[config.mk]
export PLATFORM = sky130hd
export DESIGN_NAME = omsp_spm_key_loader
export DESIGN_NICKNAME = d
export VERILOG_FILES = /design/src/rtl/omsp_spm_key_loader_pkg.sv /design/src/rtl/omsp_spm_key_loader.sv
export SDC_FILE = /design/constraint.sdc
export NUM_CORES = 1
export LEC_CHECK = 0
export CAP_MARGIN = 20
export CORE_ASPECT_RATIO = 0.9
export CORE_UTILIZATION = 30
export CTS_CLUSTER_SIZE = 25
export DETAILED_ROUTE_END_ITERATION = 16
export GPL_TIMING_DRIVEN = 0
export REMOVE_ABC_BUFFERS = 1
export SLEW_MARGIN = 20
export SYNTH_ARGS = -nofsm -noshare
export SYNTH_HDL_FRONTEND = slang
export SYNTH_SLANG_ARGS = --single-unit
[constraint.sdc]
create_clock -name mclk -period 1.9 [get_ports mclk]
set_input_delay 0.285 -clock mclk [delete_from_list [all_inputs] [get_ports mclk]]
set_output_delay 0.285 -clock mclk [all_outputs]
set_load 0.005 [all_outputs]
[src/rtl/omsp_spm_key_loader_pkg.sv]
// Shared widths and helpers for the SPM key loader.
// The loader moves a derived key into the protected-module array 16 bits at a time.
package omsp_spm_key_loader_pkg;

    localparam int KEY_WORD_W = 16;
    localparam int TMO_W      = 10;

    // Number of 16-bit words that make up one key.
    function automatic int words_per_key(input int security);
        return security / KEY_WORD_W;
    endfunction

endpackage

[src/rtl/omsp_spm_key_loader.sv]
// Key-transfer sequencer: accepts key words over valid/ready and issues one
// registered write_key strobe per word, aborting on violation or stalled source.
module omsp_spm_key_loader
    import omsp_spm_key_loader_pkg::*;
#(
    parameter int SECURITY     = 64,
    parameter int KEY_IDX_SIZE = 2,
    parameter int TIMEOUT      = 64
) (
    input  logic                    mclk,
    input  logic                    puc_rst,
    input  logic                    start,
    input  logic                    abort,
    input  logic                    word_valid,
    input  logic [KEY_WORD_W-1:0]   word_in,
    output logic                    word_ready,
    output logic                    write_key,
    output logic [KEY_WORD_W-1:0]   key_in,
    output logic [KEY_IDX_SIZE-1:0] key_idx,
    output logic                    busy,
    output logic                    done,
    output logic                    error
);

    typedef enum logic [1:0] {
        ST_IDLE = 2'd0,
        ST_LOAD = 2'd1,
        ST_DONE = 2'd2
    } state_t;

    localparam logic [KEY_IDX_SIZE:0] LAST_CNT = (KEY_IDX_SIZE+1)'(words_per_key(SECURITY) - 1);
    localparam logic [TMO_W-1:0]      TMO_LAST = TMO_W'(TIMEOUT - 1);

    state_t                state_r;
    logic [KEY_IDX_SIZE:0] cnt_r;
    logic [TMO_W-1:0]      tmo_r;
    logic                  accept_s;

    // Ready and accept decode; the violation input must block acceptance in the same cycle.
    always_comb begin
        word_ready = 1'b0;
        if ((state_r == ST_LOAD) && !abort) begin
            word_ready = 1'b1;
        end else begin
            word_ready = 1'b0;
        end
        accept_s = word_ready && word_valid;
    end

    assign busy = (state_r != ST_IDLE);

    // Sequencer FSM, counters and registered outputs to SPM control.
    always_ff @(posedge mclk or posedge puc_rst) begin
        if (puc_rst) begin
            state_r   <= ST_IDLE;
            cnt_r     <= '0;
            tmo_r     <= '0;
            write_key <= 1'b0;
            key_in    <= '0;
            key_idx   <= '0;
            done      <= 1'b0;
            error     <= 1'b0;
        end else begin
            write_key <= 1'b0;
            done      <= 1'b0;
            error     <= 1'b0;
            case (state_r)
                ST_IDLE: begin
                    if (start && !abort) begin
                        state_r <= ST_LOAD;
                        cnt_r   <= '0;
                        tmo_r   <= '0;
                    end
                end
                ST_LOAD: begin
                    if (abort) begin
                        state_r <= ST_IDLE;
                        error   <= 1'b1;
                    end else if (accept_s) begin
                        // An accept on the final idle cycle takes priority over the timeout.
                        write_key <= 1'b1;
                        key_in    <= word_in;
                        key_idx   <= cnt_r[KEY_IDX_SIZE-1:0];
                        cnt_r     <= cnt_r + {{KEY_IDX_SIZE{1'b0}}, 1'b1};
                        tmo_r     <= '0;
                        if (cnt_r == LAST_CNT) begin
                            state_r <= ST_DONE;
                        end
                    end else if (tmo_r == TMO_LAST) begin
                        state_r <= ST_IDLE;
                        error   <= 1'b1;
                    end else begin
                        tmo_r <= tmo_r + {{(TMO_W-1){1'b0}}, 1'b1};
                    end
                end
                ST_DONE: begin
                    state_r <= ST_IDLE;
                    done    <= 1'b1;
                end
                default: begin
                    state_r <= ST_IDLE;
                end
            endcase
        end
    end

endmodule

# Yosys cells after proc, flatten, opt, wreduce, memory -nomap -nowiden
# Index checks and enable logic that the tools add are counted.
dict set report word_totals {
  register_bits 36
  input_bits 21
  word_cells 56
}
dict set report op_classes {
  n_eq_ne 10
  n_reduce_logical 11
  bitwise_logic 1
  n_mux 24
  n_addsub 2
}
# op n
set op_table {}
lappend op_table {{$mux 10} 4}
lappend op_table {{$pmux 10 s2} 1}
lappend op_table {{$add 10x1->10 const B} 1}
lappend op_table {{$eq 10x6->1 const B} 1}
lappend op_table {{$mux 2} 5}
lappend op_table {{$mux 1} 9}
lappend op_table {{$mux 3} 3}
lappend op_table {{$ne 4x3->1 const B} 2}
lappend op_table {{$reduce_and 4->1} 2}
lappend op_table {{$ne 2x2->1 const B} 3}
lappend op_table {{$pmux 3 s2} 1}
lappend op_table {{$reduce_and 3->1} 2}
lappend op_table {{$pmux 2 s2} 1}
lappend op_table {{$reduce_bool 2->1} 2}
lappend op_table {{$add 3x1->3 const B} 1}
lappend op_table {{$eq 3x2->1 const B} 1}
lappend op_table {{$logic_and 1x1->1} 3}
lappend op_table {{$ne 3x3->1 const B} 1}
lappend op_table {{$eq 2x1->1 const B} 1}
lappend op_table {{$eq 2x2->1 const B} 1}
lappend op_table {{$logic_not 2->1} 1}
lappend op_table {{$logic_not 1->1} 1}
lappend op_table {{$not 1->1} 1}

# Depth between registers and ports, before layout
dict set report depth {
  word_depth 7
  depth_mapped 6
  mapped_depth_nobuf 5
}

# Least setup slack after synthesis
# Ideal clock, no wire load.
dict set report synth_path {
  path_kind {reg2reg}
  start {reg tmo_r[0]}
  end {reg tmo_r[2]}
  slack_ps 296
  t_required_ps 1774
  synth_period_minus_slack_ps 1604
  path_stages_with_launch 6
  setup_ps 126
  path_buffers 0
  arrival_ps 1478
  cell_sequence {dfrtp_1 > ha_1 > nand2_1 > nor3_4 > a21o_2 > a221o_1}
}
dict set report synth_between {
  elab_chain_cells 5
  word_cells_on_any_way 8
  classes_between {1 x add/sub; 2 x eq/ne; 4 x mux; 1 x reduce/logical}
}
# item line_no
set synth_rtl {}
lappend synth_rtl {{start, declared} omsp_spm_key_loader.sv:36} ;# logic [TMO_W-1:0] tmo_r;
lappend synth_rtl {{start signal, assigned} omsp_spm_key_loader.sv:93} ;# tmo_r <= tmo_r + {{(TMO_W-1){1'b0}}, 1'b1};
lappend synth_rtl {{$add 10x1->10} omsp_spm_key_loader.sv:93}
lappend synth_rtl {{$mux 10} omsp_spm_key_loader.sv:89} ;# end else if (tmo_r == TMO_LAST) begin
lappend synth_rtl {{$mux 10} omsp_spm_key_loader.sv:79} ;# end else if (accept_s) begin
lappend synth_rtl {{$mux 10} omsp_spm_key_loader.sv:76} ;# if (abort) begin
lappend synth_rtl {{$pmux 10 s2} omsp_spm_key_loader.sv:67} ;# case (state_r)
# Parallel ways exist; a longest one is shown, timed or not. The select of a mux whose other input is x is not followed.
# A chain may end at the register's enable or synchronous reset.

# Worst setup path in the final report
dict set report layout_path {
  start {reg state_r[1]}
  end {out word_ready}
}
dict set report layout_between {
  elab_chain_cells 3
}
# item line_no
set layout_rtl {}
lappend layout_rtl {{start, declared} omsp_spm_key_loader.sv:34} ;# state_t state_r;
lappend layout_rtl {{start signal, assigned} omsp_spm_key_loader.sv:55} ;# state_r <= ST_IDLE;
lappend layout_rtl {{start signal, assigned} omsp_spm_key_loader.sv:70} ;# state_r <= ST_LOAD;
lappend layout_rtl {{start signal, assigned} omsp_spm_key_loader.sv:77} ;# state_r <= ST_IDLE;
lappend layout_rtl {{$eq 2x1->1} omsp_spm_key_loader.sv:42} ;# if ((state_r == ST_LOAD) && !abort) begin
lappend layout_rtl {{$logic_and 1x1->1} omsp_spm_key_loader.sv:42}
lappend layout_rtl {{$mux 1} omsp_spm_key_loader.sv:42}
lappend layout_rtl {{end, declared} omsp_spm_key_loader.sv:16} ;# output logic word_ready,
# Every way passes these cells.

==> results.md <==
* Synth area leaders: dfrtp_1, nand2_1, ha_1, inv_1, a22o_1
* CP Launch Type: flip-flop
* CTS tree: built
* CP Data Arrival Time at approximately 1.5 ns
* I/O Buffers at 43
* P per Cell Area at 898 nW/µm²
* DRT Wirelength at 3510 µm
* Post-synthesis register bit count at 36
* DR WL/cell at between 10 and 15 µm
* DRC at 0
* Gp weighted congestion at 0.803
* Slowest cell on crit path: clkdlybuf4s50_1
* Chip Height at a little over 70 µm
* Setup Buffers After CTS at 0
* Worst hold path type: in -> async
* Initial Util at 0.311
* Tot GR Track Use at 0.132
* Fin. Hold Viols at 0
* Mapped Avg Cell Area at ~10 µm²
* # fillers at between 500 and 600
* Share of layout cells above drive strength 1 at 0.101
* Crit path required time at between 1.5 and 2 ns
* Area of the multi-input gates at around 710 µm²
* Final Max Tran Viols at 0
* Unique cell type count in the Yosys netlist at 37
* Worst-path clk slew at roughly 0.07 ns
* Slew headroom at 0.667
* Post-Syn Instances at around 170
* Synth top cells by count: nand2_1, dfrtp_1, inv_1
* Core Area at 5260 µm²
* Largest net degree at the start of global routing at 23
* Sequential element share of the synthesized area at 0.552
* Crit path max-delay family: buffers and inverters
* Initial antenna violation count at 0
* Initial drt markers at 21
* Synth top area share at 0.552
* First-pass GRT wire length at 5730 µm
* FMAX at ~550 MHz
* GRT overflow at 0
* Mapped Area at ~1600 µm²
* RSZ-0062 raised after global routing: false
* DP Cell Count at 275
* Crit Path Category: reg -> out
* Vias in the first global route at roughly 1.2k
* # H-tree levels at 2
* Layout area overhead at 40.0%
* Half-perimeter wire length after placement at around 2500 µm
* Die X-Extent at between 70 and 80 µm
* Inserted Diodes at 0
* MaxCap Viol Count at 0
* Vias per cell at between 4 and 5
* Nets at 240
* Area leader, netlist: dfrtp_1
* Critical Path Sink Type: output pin
* TNS Setup at 0 ns
* CTS Buf Count at 5
* Post-synth ARST share at 1.00
* Post-synth top flop: dfrtp_1
* Final setup vio count at 0
* VDD IR-drop max at between 0.0003 and 0.0004 V
* Most common cell in the netlist: nand2_1
* Largest fanout on the critical path at 6
* IO Pins at 44
* Cell Count, Final, Fillers Out at about 280
* FF+latch area at approximately 900 µm²
* Fin util at 0.435
* Synth Warn # at 0
* Slowest stage delay, CP at ~0.50 ns
* Status: finished, final reports clean
* Clock sinks at 36
* Post-synth EDFFs at 0
* Period minus WS final at ~1.8 ns
* Crit path buf inv count at 1
* Slew @ Worst Pin at around 0.50 ns
* Critical Path, Cell by Cell: nor2_4 -> and2_1 -> clkdlybuf4s50_1
* # rows at 25
* Final critical-path share of the clock period at 0.962
* Die Footprint at between 5000 and 6000 µm²
* Clk_lat worst skew at approximately 0.29 ns
* Skew final at around 0.0056 ns
* Leak at 1.04 nW
* Clock root cell: clkbuf_8
* DR vias at ~1.3k
* Antenna viol nets, final at 0
* Clk buf depth at 2
* DRT Pass-1 Iters at 4
-- where the power goes --
group	internal [W]	leakage (nW)	switching, W
Clock	0.000295	0.0445	0.000271
Sequential	0.000900	0.471	0.0000801
Combinational	0.000316	0.526	0.000190
Total	0.00151	1.04	0.000542
-- per-stage QoR --
step,power [W],cell area [µm²],setup WS (ns),hold slack (ns)
4_1_cts,0.00208,2270,0.0220,0.307
3_3_place_gp,0.00148,2130,-0.943,0.457
6_report,0.00205,2290,0.0730,0.296
5_1_grt,0.00218,2290,0.0186,0.321
2_1_floorplan,0.00116,1620,0.148,0.390
3_5_place_dp,0.00150,2160,-0.916,0.462
-- cell type report --
type,count,area share
Sequential cell,36,0.395
Timing Repair Buffer,44,0.200
Inverter,7,0.0131
Clock buffer,7,0.0378
Clock inverter,1,0.00328
Timing Repair inverter,1,0.00328
Multi-Input combinational cell,121,0.311
Tap cell,67,0.0367
-- worst reg2reg max path, cell delays in order, from the launching register on --
cell,delay [ns]
dfrtp_1,0.41
ha_1,0.27
nand2_1,0.23
nor3_4,0.08
a21o_2,0.28
a221o_1,0.35
-- cell usage in the layout (no fill, tap or decap), types with 2 or more instances in the layout --
cell             count
and2_1               2
nor3_1               5
clkbuf_8             6
nor2_1               4
a22o_1               3
clkinvlp_4           3
a31oi_1              2
clkdlybuf4s50_1     42
nand2_1             60
dfrtp_1             34
o21ai_0              4
ha_1                 3
mux2i_1              2
inv_1                5
a21oi_1              3
o2bb2ai_1            2
nand3_1              4
a211o_1              2
nand2b_1             2
nor2b_1              2
dfrtp_2              2
-- worst paths after layout --
kind                       startpoint          to  slack [ns]  cells after the start
max                        state_r[1]  word_ready        0.07                      3
min reg2reg                key_in[11]  key_in[11]        0.47                      2
min                           puc_rst   key_in[5]        0.30                      2
max reg2reg                  tmo_r[0]    tmo_r[2]        0.17                      5
min in group mclk          key_in[11]  key_in[11]        0.47                      2
max in group asynchronous     puc_rst  state_r[0]        1.16                      3
-- kinds of logic (layout without fill, tap and decap cells) --
group / after synthesis / count (layout) / share of synthesized area
adders and majority gates: 3 / 3 / 0.0230
DFF: 36 / 36 / 0.552
and+or+nand+nor: 90 / 90 / 0.257
buffers and inverters: 11 / 60 / 0.0253
muxes: 3 / 3 / 0.0192
AOI/OAI and AO/OA: 24 / 24 / 0.119
xor gates and xnor gates: 1 / 1 / 0.00536
-- routing by layer --
| metal | wire (µm) | global-route usage | up-vias |
|---|---|---|---|
| li1 | - | - | 674 |
| met1 | 1710 | 0.179 | 634 |
| met2 | 1580 | 0.196 | 28 |
| met3 | 164 | 0.0302 | 4 |
| met4 | 48 | 0.0714 | 0 |
| met5 | 0 | 0 | - |
-- what timing repair did --
action / 4_1_cts / 5_1_grt
hold buffers: 0 / 0
gates cloned: 1 / 0
setup endpoints to repair: 24 / 18
gates resized for setup: 5 / 4
pin swaps: 1 / 1
-- state kept, by name, indices dropped and copies added, names as in the netlist --
signal / flops
state_r: 2
error: 1
write_key: 1
cnt_r: 3
key_idx: 2
key_in: 16
done: 1
tmo_r: 10
(Power assumes the default switching activity.)
